[src/rtl/ctrl_pkg.sv]
// ctrl_pkg: shared definitions for the multicycle controller.
//   state_t          - controller FSM states
//   OP_*             - 4-bit opcode encodings
//   DEF_TIMEOUT_CYC  - default memory wait limit before fault
//   decode_op()      - next state selected in DECODE for a legal 4-bit opcode
package ctrl_pkg;

   typedef enum logic [2:0] {
      S_FETCH,
      S_DECODE,
      S_MEM_RD,
      S_MEM_WR,
      S_EXEC,
      S_JUMP,
      S_HALT,
      S_FAULT
   } state_t;

   localparam logic [3:0] OP_STORE = 4'b0000;
   localparam logic [3:0] OP_ADD   = 4'b0001;
   localparam logic [3:0] OP_SUB   = 4'b0010;
   localparam logic [3:0] OP_AND   = 4'b0011;
   localparam logic [3:0] OP_OR    = 4'b0100;
   localparam logic [3:0] OP_XOR   = 4'b0101;
   localparam logic [3:0] OP_NAND  = 4'b0110;
   localparam logic [3:0] OP_NOR   = 4'b0111;
   localparam logic [3:0] OP_NOT   = 4'b1000;
   localparam logic [3:0] OP_XNOR  = 4'b1001;
   localparam logic [3:0] OP_LOADI = 4'b1010;
   localparam logic [3:0] OP_JZ    = 4'b1011;
   localparam logic [3:0] OP_HALT  = 4'b1110;
   localparam logic [3:0] OP_JMP   = 4'b1111;

   localparam int DEF_TIMEOUT_CYC = 15;

   function automatic state_t decode_op(input logic [3:0] op);
      state_t nxt;
      if (op == OP_STORE)
         nxt = S_MEM_WR;
      else if (op >= OP_ADD && op <= OP_XNOR)
         nxt = S_MEM_RD;
      else if (op == OP_LOADI)
         nxt = S_EXEC;
      else if (op == OP_JZ || op == OP_JMP)
         nxt = S_JUMP;
      else if (op == OP_HALT)
         nxt = S_HALT;
      else
         nxt = S_FAULT;
      return nxt;
   endfunction

endpackage

[src/rtl/ctrl_wait_timer.sv]
// ctrl_wait_timer: counts memory wait cycles and flags a timeout.
//   clk, rst_n - clock, async active-low reset
//   clear      - zero the count (takes priority over enable)
//   enable     - count this cycle (memory not ready)
//   expired    - this enabled cycle brings the count to TIMEOUT_CYC
module ctrl_wait_timer
#(
   parameter int TIMEOUT_CYC = 15
)
(
   input  logic clk,
   input  logic rst_n,
   input  logic clear,
   input  logic enable,
   output logic expired
);

   localparam int CW = $clog2(TIMEOUT_CYC + 1);

   logic [CW-1:0] cnt;

   always_ff @(posedge clk or negedge rst_n) begin
      if (!rst_n)
         cnt <= '0;
      else if (clear)
         cnt <= '0;
      else if (enable)
         cnt <= cnt + CW'(1);
   end

   // Flag the cycle whose increment reaches the limit, so the FSM can
   // leave for FAULT on the very next edge.
   assign expired = enable && (cnt == CW'(TIMEOUT_CYC - 1));

endmodule

[src/rtl/multicycle_ctrl.sv]
// multicycle_ctrl: FSM sequencing a multicycle accumulator datapath.
//   clk, rst_n        - clock, async active-low reset
//   opcode            - instruction opcode, stable after FETCH
//   mem_ready         - data memory completes current access
//   ac_zero           - accumulator is zero
//   mem_rd, mem_wr, ld_ac, ac_src, pc_src, jmp_uncond - datapath controls
//   ir_ld, pc_inc, instr_done - IR load, PC increment, retire pulse
//   halted, fault     - sticky status until reset
//   instr_count       - retired instruction count (wraps)
module multicycle_ctrl
   import ctrl_pkg::*;
#(
   parameter int OPCODE_W    = 4,
   parameter int TIMEOUT_CYC = DEF_TIMEOUT_CYC,
   parameter int CNT_W       = 16
)
(
   input  logic                clk,
   input  logic                rst_n,
   input  logic [OPCODE_W-1:0] opcode,
   input  logic                mem_ready,
   input  logic                ac_zero,
   output logic                mem_rd,
   output logic                mem_wr,
   output logic                ld_ac,
   output logic                ac_src,
   output logic                pc_src,
   output logic                jmp_uncond,
   output logic                ir_ld,
   output logic                pc_inc,
   output logic                instr_done,
   output logic                halted,
   output logic                fault,
   output logic [CNT_W-1:0]    instr_count
);

   state_t state;
   logic   jmp_q;       // JUMP is unconditional (captured in DECODE)
   logic   halt_first;  // first cycle in HALT, retires the HALT itself
   logic   tmr_clear;
   logic   tmr_en;
   logic   tmr_expired;
   logic   op_legal;

   // Any set bit above the 4-bit opcode field makes the instruction illegal.
   assign op_legal  = ((opcode >> 4) == '0);
   assign tmr_clear = (state == S_DECODE);
   assign tmr_en    = (state == S_MEM_RD || state == S_MEM_WR) && !mem_ready;

   ctrl_wait_timer #(.TIMEOUT_CYC(TIMEOUT_CYC)) u_wait_timer (
      .clk     (clk),
      .rst_n   (rst_n),
      .clear   (tmr_clear),
      .enable  (tmr_en),
      .expired (tmr_expired)
   );

   always_ff @(posedge clk or negedge rst_n) begin
      if (!rst_n) begin
         state       <= S_FETCH;
         jmp_q       <= 1'b0;
         halt_first  <= 1'b0;
         instr_count <= '0;
      end else begin
         halt_first <= 1'b0;
         if (instr_done)
            instr_count <= instr_count + CNT_W'(1);
         case (state)
            S_FETCH:  state <= S_DECODE;
            S_DECODE: begin
               jmp_q <= (opcode[3:0] == OP_JMP);
               if (!op_legal)
                  state <= S_FAULT;
               else begin
                  state <= decode_op(opcode[3:0]);
                  if (decode_op(opcode[3:0]) == S_HALT)
                     halt_first <= 1'b1;
               end
            end
            // Ready wins over a simultaneous timeout.
            S_MEM_RD, S_MEM_WR: begin
               if (mem_ready)
                  state <= S_FETCH;
               else if (tmr_expired)
                  state <= S_FAULT;
            end
            S_EXEC, S_JUMP: state <= S_FETCH;
            default:        state <= state;  // HALT / FAULT hold until reset
         endcase
      end
   end

   always_comb begin
      mem_rd     = 1'b0;
      mem_wr     = 1'b0;
      ld_ac      = 1'b0;
      ac_src     = 1'b0;
      pc_src     = 1'b0;
      jmp_uncond = 1'b0;
      ir_ld      = 1'b0;
      pc_inc     = 1'b0;
      instr_done = 1'b0;
      halted     = 1'b0;
      fault      = 1'b0;
      case (state)
         // State is FETCH throughout reset; keep ir_ld quiet until release.
         S_FETCH: ir_ld = rst_n;
         S_MEM_RD: begin
            mem_rd     = 1'b1;
            ld_ac      = mem_ready;
            pc_inc     = mem_ready;
            instr_done = mem_ready;
         end
         S_MEM_WR: begin
            mem_wr     = 1'b1;
            pc_inc     = mem_ready;
            instr_done = mem_ready;
         end
         S_EXEC: begin
            ld_ac      = 1'b1;
            ac_src     = 1'b1;
            pc_inc     = 1'b1;
            instr_done = 1'b1;
         end
         S_JUMP: begin
            pc_src     = jmp_q | ac_zero;
            jmp_uncond = jmp_q;
            pc_inc     = !jmp_q && !ac_zero;
            instr_done = 1'b1;
         end
         S_HALT: begin
            halted     = 1'b1;
            instr_done = halt_first;
         end
         S_FAULT: fault = 1'b1;
         default: ;
      endcase
   end

endmodule
[config.mk]
export PLATFORM = sky130hd
export DESIGN_NAME = multicycle_ctrl
export DESIGN_NICKNAME = d
export VERILOG_FILES = /design/src/rtl/ctrl_pkg.sv /design/src/rtl/ctrl_wait_timer.sv /design/src/rtl/multicycle_ctrl.sv
export SDC_FILE = /design/constraint.sdc
export NUM_CORES = 1
export LEC_CHECK = 0
export ABC_AREA = 1
export ABC_CLOCK_PERIOD_IN_PS = 1700
export BUFFER_PORTS_ARGS = -buffer_cell sky130_fd_sc_hd__buf_2
export CAP_MARGIN = 5
export CORE_MARGIN = 4
export CORE_UTILIZATION = 48
export DETAILED_ROUTE_END_ITERATION = 8
export PLACE_DENSITY = 0.84
export SLEW_MARGIN = 20
export SYNTH_ARGS = -nofsm -noshare
export SYNTH_HDL_FRONTEND = slang
export SYNTH_SLANG_ARGS = --single-unit
[constraint.sdc]
create_clock -name clk -period 1.7 [get_ports clk]
set_input_delay 0.425 -clock clk [delete_from_list [all_inputs] [get_ports clk]]
set_output_delay 0.425 -clock clk [all_outputs]
set_load 0.01 [all_outputs]
# Word-level counts from Yosys, hierarchy flattened
# Index checks and enable logic that the tools add are counted.
[word_totals] romBits=0 n_memories=0 ff_bits=25 latchBits=0 output_inout_bits=27 mem_bits_rw=0 in_bits=8
[op_classes] mux=24 order_cmp=2 eq_ne=14 n_shift=0 addsub=2 bitwise=1 n_div=0 mul=0 reduce_logical=16
[op_table] cell="$eq A4 B4 Y1 const B" count=5
[op_table] cell="$add A16 B1 Y16 const B" count=1
[op_table] cell="$eq A3 B3 Y1 const B" count=5
[op_table] cell="$mux W3" count=5
[op_table] cell="$pmux W3 S4" count=1
[op_table] cell="$mux W1" count=11
[op_table] cell="$mux W4" count=2
[op_table] cell="$eq A3 B2 Y1 const B" count=2
[op_table] cell="$pmux W1 S3" count=2
[op_table] cell="$add A4 B1 Y4 const B" count=1
[op_table] cell="$ge A4 B1 Y1 const B" count=1
[op_table] cell="$le A4 B4 Y1 const B" count=1
[op_table] cell="$logic_and A1 B1 Y1" count=4
[op_table] cell="$logic_not A4 Y1" count=1
[op_table] cell="$mux W2" count=2
[op_table] cell="$reduce_bool A4 Y1" count=1
[op_table] cell="$reduce_or A2 Y1" count=2
[op_table] cell="$eq A3 B1 Y1 const B" count=1
[op_table] cell="$logic_not A1 Y1" count=3
[op_table] cell="$logic_not A3 Y1" count=1
[op_table] cell="$ne A3 B1 Y1 const B" count=1
[op_table] cell="$logic_or A1 B1 Y1" count=2
[op_table] cell="$pmux W1 S2" count=1
[op_table] cell="$reduce_and A2 Y1" count=1
[op_table] cell="other kinds (2)" count=2

# Logic depth before layout (Yosys ltp)
[logic_depth] depth_word=10 depth_mapped=9

# Modules after synthesis
# From an unflattened synthesis, not the netlist that was laid out.
[unflattened] cells_unflattened=193 hier_area_um2=1482.7
[modules_own_cells] module="multicycle_ctrl" area_per_inst_um2=1261.2 seq_area_each_um2=525.5 cells_per_inst=166 n_inst=1
[modules_own_cells] module="ctrl_wait_timer" area_per_inst_um2=221.5 seq_area_each_um2=100.1 cells_per_inst=27 n_inst=1

# Worst setup path before layout
# No wires, ideal clock.
[synth_path] path_type="register to output" startpoint="register state[1]" endpoint="output instr_done" required_ps=1275 stages_incl_launch_ff=6 arrival_time_ps=1259 setup_slack_ps=16 path_cell_list="dfrtp_1 -> clkinv_1 -> ha_1 -> a21oi_1 -> nand2_4 -> buf_6"
[synth_via] elab_chain_cells=3
[synth_rtl] element="start, declared" line="multicycle_ctrl.sv:37" source="state_t state;"
[synth_rtl] element="start signal, assigned" line="multicycle_ctrl.sv:75" source="state <= decode_op(opcode[3:0]);"
[synth_rtl] element="start signal, assigned" line="multicycle_ctrl.sv:88" source="default: state <= state;"
[synth_rtl] element="$eq A3 B3 Y1 / $eq A3 B2 Y1 (equally long branches)" line="multicycle_ctrl.sv:105" source="case (state)"
[synth_rtl] element="$reduce_or A2 Y1 (no source line)"
[synth_rtl] element="$pmux W1 S3 (*)" line="multicycle_ctrl.sv:105"
[synth_rtl] element="end, declared" line="multicycle_ctrl.sv:31" source="output logic instr_done,"
# Mark *: on every way between the ends. The rest lies on a longest branch, timed or not.

# Final worst setup path
[layout_path] startpoint="register state[1]" endpoint="output ld_ac"
[layout_via] elab_chain_cells=2
[layout_rtl] element="$eq A3 B3 Y1 / $eq A3 B2 Y1 (equally long branches)" line="multicycle_ctrl.sv:105"
[layout_rtl] element="$pmux W1 S2 (*)" line="multicycle_ctrl.sv:105"
[layout_rtl] element="end, declared" line="multicycle_ctrl.sv:25" source="output logic ld_ac,"
# Marked as above.

==> impl_metrics.env <==
export IMPL_grt_pass1_vias=1229
export IMPL_avgSynthCellArea_um2=7.894
export IMPL_grtUsageTotal_pct=15.71
export IMPL_synth_nets=208
export IMPL_synth_most_common_cell="nand2_1"
export IMPL_yosysTopAreaCell="dfrtp_1"
export IMPL_period_needed_ps=1870
export IMPL_antenna_found_initial=0
export IMPL_worstMarginPinSlew_ps=326.9
export IMPL_maxCapViolations=0
export IMPL_multiInputGateArea_um2=860.8
export IMPL_syn_inst=194
export IMPL_initial_core_util_pct=50.16
export IMPL_r2r_cells=7
export IMPL_dr_pass1_iters=4
export IMPL_ir_drop_mv=0.2790
export IMPL_critical_path_class="reg -> out"
export IMPL_postRouteAntennaNets=0
export IMPL_cts_sinks=25
export IMPL_drt_wl_total_um=3500
export IMPL_vias=1420
export IMPL_final_setup_worst_slack_ps=-169.8
export IMPL_r2r_end="instr_count[3]"
export IMPL_port_buffers=34
export IMPL_slew_viol_final=0
export IMPL_synth_area_leaders="dfrtp_1 41%, nand2_1 13%, inv_1 5.1%, ha_1 4.9%, nor2_1 4.4%"
export IMPL_drive_gt1_share_pct=34.82
export IMPL_gp_congestion=0.8124
export IMPL_fin_skew_ps=8.068
export IMPL_stdcell_area_um2=2008
export IMPL_slew_headroom_pct=78.21
export IMPL_drt_iter0_drc=85
export IMPL_syn_to_final_growth_pct=31.13
export IMPL_grt_ovfl_total=0
export IMPL_seqCellArea_um2=626.9
export IMPL_pre_cts_slack_ps=77.51
export IMPL_start_kind="flip-flop"
export IMPL_synth_edff_count=0
export IMPL_tns_ps=-885.1
export IMPL_p_leak_nw=1.041
export IMPL_numCtsBuffers=3
export IMPL_powerDensity_nw_per_um2=454.5
export IMPL_critPathArrivalTime_ps=1440
export IMPL_rrSetupSlack_ps=130
export IMPL_drc_errors=0
export IMPL_placed_area_um2=1763
export IMPL_ys_seq_area_share_pct=40.85
export IMPL_routed_via_density=4.880
export IMPL_die_area_um2=4158
export IMPL_synth_top_area_share_pct=40.85
export IMPL_htreeDepth=1
export IMPL_num_rows=20
export IMPL_cp_required_ps=1270
export IMPL_nNetsFinal=262
export IMPL_die_w_um=64.49
export IMPL_cts_tree="yes"
export IMPL_status="finished, violations left"
export IMPL_yosysUniqueCellTypes=25
export IMPL_grt_pass1_wl_um=5292
export IMPL_ios=35
export IMPL_cts_root_buffer="clkbuf_4"
export IMPL_async_reset_ff_share_pct=100.0
export IMPL_violations="negative setup slack"
export IMPL_antenna_cells=0
export IMPL_clk_latency_ps=330
export IMPL_dp_hpwl_um=2263
export IMPL_clock_fmax_mhz=534.8
export IMPL_coreArea_um2=3053
export IMPL_worstSetupEndpointType="output port"
export IMPL_setup_viol=10
export IMPL_netlist_area_um2=1531
export IMPL_synthTopCellsByCount="53 x nand2_1, 25 x dfrtp_1, 21 x inv_1"
export IMPL_postCtsHoldBufs=0
export IMPL_ys_seq_elements=25
export IMPL_hold_path_class="in -> async"
export IMPL_rsz0062_at_grt="true"
export IMPL_hold_viol=0
export IMPL_clock_path_buffers=2
export IMPL_ys_warn_count=0
export IMPL_r2r_start="state[2]"
export IMPL_fin_crit_sh_pct=110.0
export IMPL_synthFlopType="dfrtp_1"
export IMPL_clkTransAtPathRegs_ps=140
export IMPL_grt_max_degree=26
export IMPL_wl_per_cell_um=12.03
export IMPL_critPathMaxFanout=3
export IMPL_dieHeight_um=64.49
export IMPL_fillers=259
==> sequential cells by signal, summed over array words and instances, names as in the netlist <==
name              cells
instr_count          16
halt_first            1
state                 3
jmp_q                 1
u_wait_timer.cnt      4
==> layout by cell type (no fill, tap or decap), types with 6 or more instances in the layout <==
cell	n
dfrtp_1	24
nand2_1	51
inv_1	20
o21ai_0	8
buf_2	32
buf_6	9
nand3_1	11
nor2_1	16
nor2_4	6
nand4_1	7
buf_4	10
==> repair_timing <==
item | 4_1_cts | 5_1_grt
resized for setup | 14 | 17
setup buffers | 9 | 4
cloned | 0 | 0
pin swaps | 4 | 5
endpoints found under the setup margin | 9 | 21
==> final cells by class <==
cell class	instances	share of cell area [%]
tap	44	2.741
clock buffer	4	1.308
timing repair buffer	51	16.76
sequential	25	31.21
inverter	26	5.109
multi-input combinational	141	42.87
==> worst max-delay path, cell delays in order, from the launching register on <==
cell,delay (ps)
dfrtp_2,480
buf_6,140
nand2_4,60
nor2_4,120
nand2_1,50
o21ai_1,90
buf_2,170
==> cells by family (layout without fill, tap and decap cells) <==
| kind of cell | after synthesis | in the layout | share of synthesized area, % |
|---|---|---|---|
| fa+ha+maj | 6 | 6 | 4.902 |
| compound gates | 16 | 16 | 5.228 |
| buf+inv | 28 | 81 | 8.415 |
| simple gates | 110 | 110 | 34.48 |
| flops | 25 | 25 | 40.85 |
| xor+xnor | 9 | 9 | 6.127 |
==> layer usage <==
layer	part of all wire [%]	global-route usage, %	up-vias
li1	-	-	726
met1	44	21.95	656
met2	51	25.52	35
met3	4.4	1.906	3
met4	0.54	4.749	0
met5	0	0	-
==> stage by stage <==
step	util, %	instances	power [mW]	hold WS (ps)
2_1_floorplan	-	194	0.6177	129.4
3_3_place_gp	57.75	275	0.6460	456.1
3_5_place_dp	57.75	275	0.6467	456.1
4_1_cts	62.99	288	0.9209	86.40
5_1_grt	65.78	291	0.9456	106.5
6_report	65.78	291	0.9127	72.49
==> worst max path at each step <==
stage | start | end | slack (ps) | cells after the start
5_1_grt | state[1] | ld_ac | -230 | 6
3_3_place_gp | state[2] | instr_done | 130 | 5
3_5_place_dp | state[1] | instr_count[3] | 80 | 7
4_1_cts | state[2] | pc_inc | -110 | 6
6_report | state[1] | ld_ac | -170 | 6
2_1_floorplan | state[1] | instr_done | 20 | 5
==> power by group <==
part | total (mW) | internal (mW) | switching (mW)
registers | 0.597 | 0.596 | 0.00158
logic | 0.0383 | 0.0118 | 0.0265
clock network | 0.277 | 0.0920 | 0.185
total | 0.913 | 0.700 | 0.213
No activity file was read; power rests on OpenSTA's default activity.
